## src/rtl/alu_ctrl_pkg.sv

```systemverilog
// Shared constants, field positions and helpers for the ALU control unit.
package alu_ctrl_pkg;

    localparam int DATA_W    = 8;
    localparam int REG_COUNT = 8;
    localparam int ADDR_W    = 3;
    localparam int INSTR_W   = 32;

    localparam int OP_MSB   = 31;
    localparam int OP_LSB   = 24;
    localparam int DEST_MSB = 23;
    localparam int DEST_LSB = 16;
    localparam int SRC1_MSB = 15;
    localparam int SRC1_LSB = 8;
    localparam int SRC2_MSB = 7;
    localparam int SRC2_LSB = 0;

    localparam logic [7:0] OP_LOADI = 8'd0;
    localparam logic [7:0] OP_MOV   = 8'd1;
    localparam logic [7:0] OP_ADD   = 8'd2;
    localparam logic [7:0] OP_SUB   = 8'd3;
    localparam logic [7:0] OP_AND   = 8'd4;
    localparam logic [7:0] OP_OR    = 8'd5;

    localparam logic [2:0] ALU_FWD = 3'b000;
    localparam logic [2:0] ALU_ADD = 3'b001;
    localparam logic [2:0] ALU_AND = 3'b010;
    localparam logic [2:0] ALU_OR  = 3'b011;

    typedef enum logic [1:0] {
        ST_IDLE = 2'd0,
        ST_EXEC = 2'd1,
        ST_WB   = 2'd2
    } state_e;

    // Two's-complement negation; 0x80 maps onto itself.
    function automatic logic [DATA_W-1:0] negate(input logic [DATA_W-1:0] v);
        return (~v) + 8'd1;
    endfunction

    function automatic logic op_legal(input logic [7:0] op);
        return (op <= OP_OR);
    endfunction

endpackage

```

## src/rtl/alu_ctrl_unit_reg_file.sv

```systemverilog
// 8x8 register file: two operand read ports, a debug read port, one write port.
module reg_file
    import alu_ctrl_pkg::*;
(
    input  logic              clk,
    input  logic              rst_n,
    input  logic              we,
    input  logic [ADDR_W-1:0] waddr,
    input  logic [DATA_W-1:0] wdata,
    input  logic [ADDR_W-1:0] raddr_a,
    output logic [DATA_W-1:0] rdata_a,
    input  logic [ADDR_W-1:0] raddr_b,
    output logic [DATA_W-1:0] rdata_b,
    input  logic [ADDR_W-1:0] raddr_dbg,
    output logic [DATA_W-1:0] rdata_dbg
);

    logic [DATA_W-1:0] regs_q [REG_COUNT];
    logic [DATA_W-1:0] regs_d [REG_COUNT];

    // Next register contents: only the addressed entry changes on a write.
    always_comb begin
        regs_d = regs_q;
        if (we) begin
            regs_d[waddr] = wdata;
        end else begin
            regs_d = regs_q;
        end
    end

    // Register storage, cleared asynchronously.
    always_ff @(posedge clk or negedge rst_n) begin
        if (!rst_n) begin
            for (int i = 0; i < REG_COUNT; i++) begin
                regs_q[i] <= {DATA_W{1'b0}};
            end
        end else begin
            regs_q <= regs_d;
        end
    end

    assign rdata_a   = regs_q[raddr_a];
    assign rdata_b   = regs_q[raddr_b];
    assign rdata_dbg = regs_q[raddr_dbg];

endmodule

```

## src/rtl/alu_ctrl_unit.sv

```systemverilog
// Three-state sequencer driving an external ALU and writing its result back.
module alu_ctrl_unit
    import alu_ctrl_pkg::*;
(
    input  logic               CLK,
    input  logic               RESET_N,
    input  logic               INSTR_VALID,
    output logic               INSTR_READY,
    input  logic [INSTR_W-1:0] INSTRUCTION,
    output logic [2:0]         ALUOP,
    output logic [DATA_W-1:0]  OPERAND1,
    output logic [DATA_W-1:0]  OPERAND2,
    input  logic [DATA_W-1:0]  ALURESULT,
    output logic               WB_VALID,
    output logic [ADDR_W-1:0]  WB_ADDR,
    output logic [DATA_W-1:0]  WB_DATA,
    output logic               ILLEGAL,
    input  logic [ADDR_W-1:0]  REG_RADDR,
    output logic [DATA_W-1:0]  REG_RDATA
);

    state_e             state_q, state_d;
    logic [7:0]         op_q, op_d;
    logic [ADDR_W-1:0]  dest_q, dest_d;
    logic               ready_q, ready_d;
    logic [2:0]         aluop_q, aluop_d;
    logic [DATA_W-1:0]  op1_q, op1_d;
    logic [DATA_W-1:0]  op2_q, op2_d;
    logic               wb_valid_q, wb_valid_d;
    logic [ADDR_W-1:0]  wb_addr_q, wb_addr_d;
    logic [DATA_W-1:0]  wb_data_q, wb_data_d;
    logic               illegal_q, illegal_d;

    logic [7:0]         op_in_s;
    logic [DATA_W-1:0]  imm_in_s;
    logic [DATA_W-1:0]  rdata_a_s, rdata_b_s;
    logic               unused_bits_s;

    assign op_in_s       = INSTRUCTION[OP_MSB:OP_LSB];
    assign imm_in_s      = INSTRUCTION[SRC2_MSB:SRC2_LSB];
    assign unused_bits_s = ^{INSTRUCTION[DEST_MSB:DEST_LSB+ADDR_W],
                             INSTRUCTION[SRC1_MSB:SRC1_LSB+ADDR_W]};

    // Operands are fetched at the accepting edge so they are stable for all of EXEC.
    reg_file u_reg_file (
        .clk       (CLK),
        .rst_n     (RESET_N),
        .we        (wb_valid_q),
        .waddr     (wb_addr_q),
        .wdata     (wb_data_q),
        .raddr_a   (INSTRUCTION[SRC1_LSB +: ADDR_W]),
        .rdata_a   (rdata_a_s),
        .raddr_b   (INSTRUCTION[SRC2_LSB +: ADDR_W]),
        .rdata_b   (rdata_b_s),
        .raddr_dbg (REG_RADDR),
        .rdata_dbg (REG_RDATA)
    );

    // Next-state, decode and output computation.
    always_comb begin
        state_d    = state_q;
        op_d       = op_q;
        dest_d     = dest_q;
        aluop_d    = aluop_q;
        op1_d      = op1_q;
        op2_d      = op2_q;
        wb_valid_d = 1'b0;
        wb_addr_d  = wb_addr_q;
        wb_data_d  = wb_data_q;
        illegal_d  = 1'b0;
        case (state_q)
            ST_IDLE: begin
                if (INSTR_VALID && ready_q) begin
                    state_d   = ST_EXEC;
                    op_d      = op_in_s;
                    dest_d    = INSTRUCTION[DEST_LSB +: ADDR_W];
                    illegal_d = !op_legal(op_in_s);
                    if (op_legal(op_in_s)) begin
                        op1_d = rdata_a_s;
                    end else begin
                        op1_d = op1_q;
                    end
                    case (op_in_s)
                        OP_LOADI: begin aluop_d = ALU_FWD; op2_d = imm_in_s;          end
                        OP_MOV:   begin aluop_d = ALU_FWD; op2_d = rdata_b_s;         end
                        OP_ADD:   begin aluop_d = ALU_ADD; op2_d = rdata_b_s;         end
                        OP_SUB:   begin aluop_d = ALU_ADD; op2_d = negate(rdata_b_s); end
                        OP_AND:   begin aluop_d = ALU_AND; op2_d = rdata_b_s;         end
                        OP_OR:    begin aluop_d = ALU_OR;  op2_d = rdata_b_s;         end
                        default:  begin aluop_d = aluop_q; op2_d = op2_q;             end
                    endcase
                end else begin
                    state_d = ST_IDLE;
                end
            end
            ST_EXEC: begin
                if (op_legal(op_q)) begin
                    state_d    = ST_WB;
                    wb_valid_d = 1'b1;
                    wb_addr_d  = dest_q;
                    wb_data_d  = ALURESULT;
                end else begin
                    state_d = ST_IDLE;
                end
            end
            ST_WB: begin
                state_d = ST_IDLE;
            end
            default: begin
                state_d = ST_IDLE;
            end
        endcase
        ready_d = (state_d == ST_IDLE);
    end

    // State and registered outputs.
    always_ff @(posedge CLK or negedge RESET_N) begin
        if (!RESET_N) begin
            state_q    <= ST_IDLE;
            op_q       <= 8'd0;
            dest_q     <= 3'd0;
            ready_q    <= 1'b1;
            aluop_q    <= ALU_FWD;
            op1_q      <= 8'd0;
            op2_q      <= 8'd0;
            wb_valid_q <= 1'b0;
            wb_addr_q  <= 3'd0;
            wb_data_q  <= 8'd0;
            illegal_q  <= 1'b0;
        end else begin
            state_q    <= state_d;
            op_q       <= op_d;
            dest_q     <= dest_d;
            ready_q    <= ready_d;
            aluop_q    <= aluop_d;
            op1_q      <= op1_d;
            op2_q      <= op2_d;
            wb_valid_q <= wb_valid_d;
            wb_addr_q  <= wb_addr_d;
            wb_data_q  <= wb_data_d;
            illegal_q  <= illegal_d;
        end
    end

    assign INSTR_READY = ready_q;
    assign ALUOP       = aluop_q;
    assign OPERAND1    = op1_q;
    assign OPERAND2    = op2_q;
    assign WB_VALID    = wb_valid_q;
    assign WB_ADDR     = wb_addr_q;
    assign WB_DATA     = wb_data_q;
    assign ILLEGAL     = illegal_q;

endmodule
```

## config.mk

```make
export PLATFORM = sky130hd
export DESIGN_NAME = alu_ctrl_unit
export DESIGN_NICKNAME = d
export VERILOG_FILES = /design/src/rtl/alu_ctrl_pkg.sv /design/src/rtl/alu_ctrl_unit_reg_file.sv /design/src/rtl/alu_ctrl_unit.sv
export SDC_FILE = /design/constraint.sdc
export NUM_CORES = 1
export LEC_CHECK = 0
export CAP_MARGIN = 30
export CELL_PAD_IN_SITES_DETAIL_PLACEMENT = 1
export CELL_PAD_IN_SITES_GLOBAL_PLACEMENT = 2
export CORE_MARGIN = 3
export CORE_UTILIZATION = 45
export DETAILED_ROUTE_END_ITERATION = 8
export DONT_BUFFER_PORTS = 1
export GPL_TIMING_DRIVEN = 0
export PLACE_DENSITY_LB_ADDON = 0.1
export SLEW_MARGIN = 0
export SYNTH_ARGS = -nofsm -noshare
export SYNTH_HDL_FRONTEND = slang
export SYNTH_HIERARCHICAL = 1
export SYNTH_SLANG_ARGS = --single-unit
```

## constraint.sdc

```tcl
create_clock -name CLK -period 5.1 [get_ports CLK]
set_input_delay 1.02 -clock CLK [delete_from_list [all_inputs] [get_ports CLK]]
set_output_delay 1.02 -clock CLK [all_outputs]
set_load 0.02 [all_outputs]
```

**Word-level counts from Yosys, hierarchy flattened**

Index checks and enable logic that the tools add are counted.
W data, S select, Z words.

- Word-level logic and storage cells: 75
- Flip-flop bits (word level): 110
- Input bits: 46
- Output and inout bits: 41

- Muxes and demuxes: 21
- Reduce and logical (&&, ||, !) cells: 16
- Bitwise gates (word level): 5
- Add/subtract/negate cells: 1
- Magnitude comparators: 7
- Equal/unequal tests: 6

Operators by type and width:

| operator | count |
|---|---|
| $bmux W8 S3 | 3 |
| $bwmux W64 | 1 |
| $mux W8 | 7 |
| $demux W8 S3 | 1 |
| $pmux W8 S3 | 1 |
| $eq A8 B2 Y1 const B | 2 |
| $eq A8 B3 Y1 const B | 2 |
| $ge A4 B4 Y1 const B | 4 |
| $le A8 B3 Y1 const B | 2 |
| $not A3 Y4 | 4 |
| $pmux W3 S4 | 1 |
| $reduce_and A3 Y1 | 3 |
| $add A8 B1 Y8 const B | 1 |
| $eq A8 B1 Y1 const B | 1 |
| $logic_not A8 Y1 | 1 |
| $not A8 Y8 | 1 |
| $mux W1 | 5 |
| $logic_not A2 Y1 | 2 |
| $lt A4 B1 Y1 const B | 1 |
| $pmux W2 S2 | 1 |
| $reduce_and A2 Y1 | 2 |
| $reduce_bool A4 Y1 | 1 |
| $reduce_or A2 Y1 | 2 |
| $reduce_or A4 Y1 | 1 |
| other kinds (5) | 6 |

**Longest topological paths before layout**

- Depth after elaboration: 7
- Gate-level depth with buffers: 10
- Mapped depth without buffers: 8

**Hierarchy**

Netlist, hierarchy kept.

By module, submodules not included:

| module | cells an instance | area each (um^2) | seq. area each (um^2) | times used |
|---|---|---|---|---|
| reg_file | 230 | 4078.9 | 1601.5 | 1 |
| alu_ctrl_unit | 228 | 2124.5 | 1102.3 | 1 |

**Least setup slack after synthesis**

No wires, ideal clock.

- Path kind: input port to output port
- Start: input port REG_RADDR[0]
- End: output port REG_RDATA[0]
- Arrival time: 2.116 ns
- Data required time: 4.080 ns
- Slack: 1.964 ns
- Buffers on the path: 2
- Stages on the path: 4
- Path through: buf_6 > buf_12 > mux4_1 > mux2_2

- Word-level cells in the longest chain between the ends: 4

RTL lines:

| what | RTL line | RTL |
|---|---|---|
| start: declaration | alu_ctrl_unit.sv:18 | `input logic [ADDR_W-1:0] REG_RADDR,` |
| $not A3 Y4 (not written as such) | alu_ctrl_unit_reg_file.sv:44 | `assign rdata_dbg = regs_q[raddr_dbg];` |
| $bmux W8 S3 | alu_ctrl_unit_reg_file.sv:44 |  |
| $mux W8 (not written as such) (2 in a row) | alu_ctrl_unit_reg_file.sv:44 |  |
| end: declaration | alu_ctrl_unit.sv:19 | `output logic [DATA_W-1:0] REG_RDATA` |

Every way passes these cells. The select of a mux whose other input is x is not followed.

**Worst setup path after layout**

- Start: input port REG_RADDR[2]
- End: output port REG_RDATA[0]

The elaborated chain is that of the path after synthesis.

==> results.md <==
- Gate Count Post-Synth: 458
- Via count: 4014
- PortBufs: 0
- Total power: 0.00314 W
- GRT Overall Usage: 22.3%
- Fin crit share: 69.4%
- Initial DRC Count: 312
- Placeable Area: 13300 um2
- Remaining DRCs: 0
- # fillers: 1340
- Startpoint types: input pin
- Routed WL: 16500 um
- Starting density of the core: 46.5%
- Total gr overflow: 0
- Vias per inst: 6.18
- Commonest non-fill, non-tap cell in the layout: dfrtp_1
- Reg2Reg Depth: 8
- P per Cell Area: 468 nW/um2
- Register area: 2700 um2
- Sequential cell area fraction in the yosys report: 43.6%
- First-pass GRT wire length: 24800 um
- Root Buffer: clkbuf_16
- Hold crit path type: in2async
- Worst Setup End Kind: output port
- Worst R2R End: OPERAND2[2]$_DFFE_PN0P_
- Area contributors post-synth: dfrtp_1, mux2_2, mux4_1, nand2_1, mux4_2
- # rows: 42
- Synth Register Bits: 108
- Cts bufs inserted: 9
- P&R area growth vs syn: 8.39%
- Share of post-route cells with drive strength above 1: 31.0%
- Worst Setup EP: REG_RDATA[0]
- F_max: 283 MHz
- Pleak: 3.26 nW
- Skew-Pair Late Insertion Delay: 0.36 ns
- Post-synth cell types: 49
- Worst R2R Setup Slack: 2.72 ns
- Vias in the first global route: 4123
- CP Data Arrival Time: 2.52 ns
- Syn_nets: 505
- Post-Syn Area: 6200 um2
- Post-CTS Hold Buffers: 0
- Clock Sinks: 108
- Period minus WS final: 3.54 ns
- TNS Setup: 0 ns
- IO Pins: 87
- Largest net degree at the start of global routing: 109
- Clock-pin transition on the worst setup and hold timing paths: 0.07 ns
- Final Hold Viols: 0
- Pre-antenna DRT Iters: 4
- Setup Buffers After CTS: 0
- Antenna Cells: 0
- Largest fanout on the critical path: 10
- Post-route ant nets: 0
- Post-DP HPWL: 11200 um
- Die X: 123 um
- Layout Nets: 516
- Final core occ: 50.4%
- Most frequent cells in the layout: dfrtp_1, mux2_2, nand2_1
- WL/cell: 25.3 um
- Endpoints failing setup: 0
- EDFF count, synth: 0
- Top FF cell, synth: dfrtp_1
- Syn avg cell area: 13.5 um2
- WHS: 0.355 ns
- Outcome: complete, no violations
- Share of the synthesized area in the top cell type: 43.2%
- Die Span Y: 123 um
- RSZ-0062 raised after global routing: false
- CTS Buffer Depth: 2
- CP required: 4.08 ns
- Worst slew margin: 38.3%
- Slew Viols, Final: 0
- H-Tree Depth: 3
- Cts repair resizes: 0
- Tightest Pin Transition: 0.921 ns
- Synth warn: 6
- Class of the most critical setup path: in2out
- Async SR Flop Fraction: 100%
- Worst setup path start: REG_RADDR[2]
- Worst vdd ir: 0.244 mV
- Full die area: 15200 um2
- Multi-input logic area: 3220 um2
- Max-cap violations: 0
- Yosys top cell by area: dfrtp_1
- Initial antenna violation count: 0
- Clock Skews: 0.00990 ns
- CTS tree: built
- Final Wtd Congestion: 0.879
- FF-to-FF Start: u_reg_file/regs_q[48]$_DFFE_PN0P_
power breakdown:
group	switching [W]	total (W)	internal, W	leakage [nW]
clock	0.000338	0.000720	0.000383	0.138
combinational	0.000376	0.000896	0.000520	1.68
sequential	0.000398	0.00153	0.00113	1.44
total	0.00111	0.00314	0.00203	3.26
how the worst min path moves through the flow:
stage,end,slack [ns],cells past startpoint
floorplan,dest_q[0]$_DFFE_PN0P_,0.44,2
global placement,op_q[3]$_DFFE_PN0P_,0.46,2
detailed placement,op_q[6]$_DFFE_PN0P_,0.47,2
CTS,ILLEGAL$_DFF_PN0_,0.34,0
global route,u_reg_file/regs_q[29]$_DFFE_PN0P_,0.33,0
finish,u_reg_file/regs_q[29]$_DFFE_PN0P_,0.35,0
cells in the mapped netlist, types with 4 or more instances:
cell      number
a21oi_1       15
and3_1         4
buf_2         13
buf_6          5
clkbuf_1      10
dfrtp_1      107
inv_1         10
mux2_2        99
mux4_1        41
mux4_2         7
nand2_1       60
nand3_1        5
nand4_1        8
nor2_1        13
nor3_1         4
o21ai_0        7
worst max-delay path, stage by stage:
cell and delay (ns):
clkbuf_1 0.41, buf_2 0.38, mux4_1 0.36, mux2_2 0.35
routing by layer:
| metal | up-vias | track usage [%] | part of all wire, % |
|---|---|---|---|
| met5 | - | 0 | 0 |
| met4 | 0 | 7.06 | 1.6 |
| met3 | 19 | 4.21 | 4.8 |
| met2 | 92 | 35.1 | 48 |
| met1 | 2113 | 31.6 | 45 |
| li1 | 1790 | - | - |
state kept, by name, summed over array words and instances, names as in the netlist:
register           count
u_reg_file/regs_q     64
OPERAND1               8
OPERAND2               8
WB_DATA                8
op_q                   7
WB_ADDR                3
dest_q                 3
ALUOP                  2
state_q                2
ILLEGAL                1
INSTR_READY            1
WB_VALID               1
metrics by stage:
stage          cell area [um2]  cells  setup WS (ns)
6_report                  6720    650           1.56
5_1_grt                   6720    650           1.50
4_1_cts                   6720    650           1.56
3_5_place_dp              6420    634           1.52
3_3_place_gp              6420    634           1.54
2_1_floorplan             6200    458           1.96
cell families (layout without fill, tap and decap cells):
family,count (synthesis),after routing,share of synthesized area [%]
AOI/OAI and AO/OA,41,41,4.40
and+or+nand+nor,110,110,8.73
other,1,1,0.0605
muxes,148,148,38.0
buffers and inverters,46,62,4.56
adders and majority gates,1,1,0.202
DFF,108,108,43.6
xor gates and xnor gates,3,3,0.424
final cells by class:
cell class | count | share of cell area (%)
Multi-Input combinational cell | 304 | 47.8
Sequential cell | 108 | 40.2
Buffer | 36 | 3.65
Clock buffer | 9 | 3.35
Tap cell | 176 | 3.28
Clock inverter | 7 | 1.12
Inverter | 10 | 0.558
Note: power is estimated with default switching activity, not from simulation.
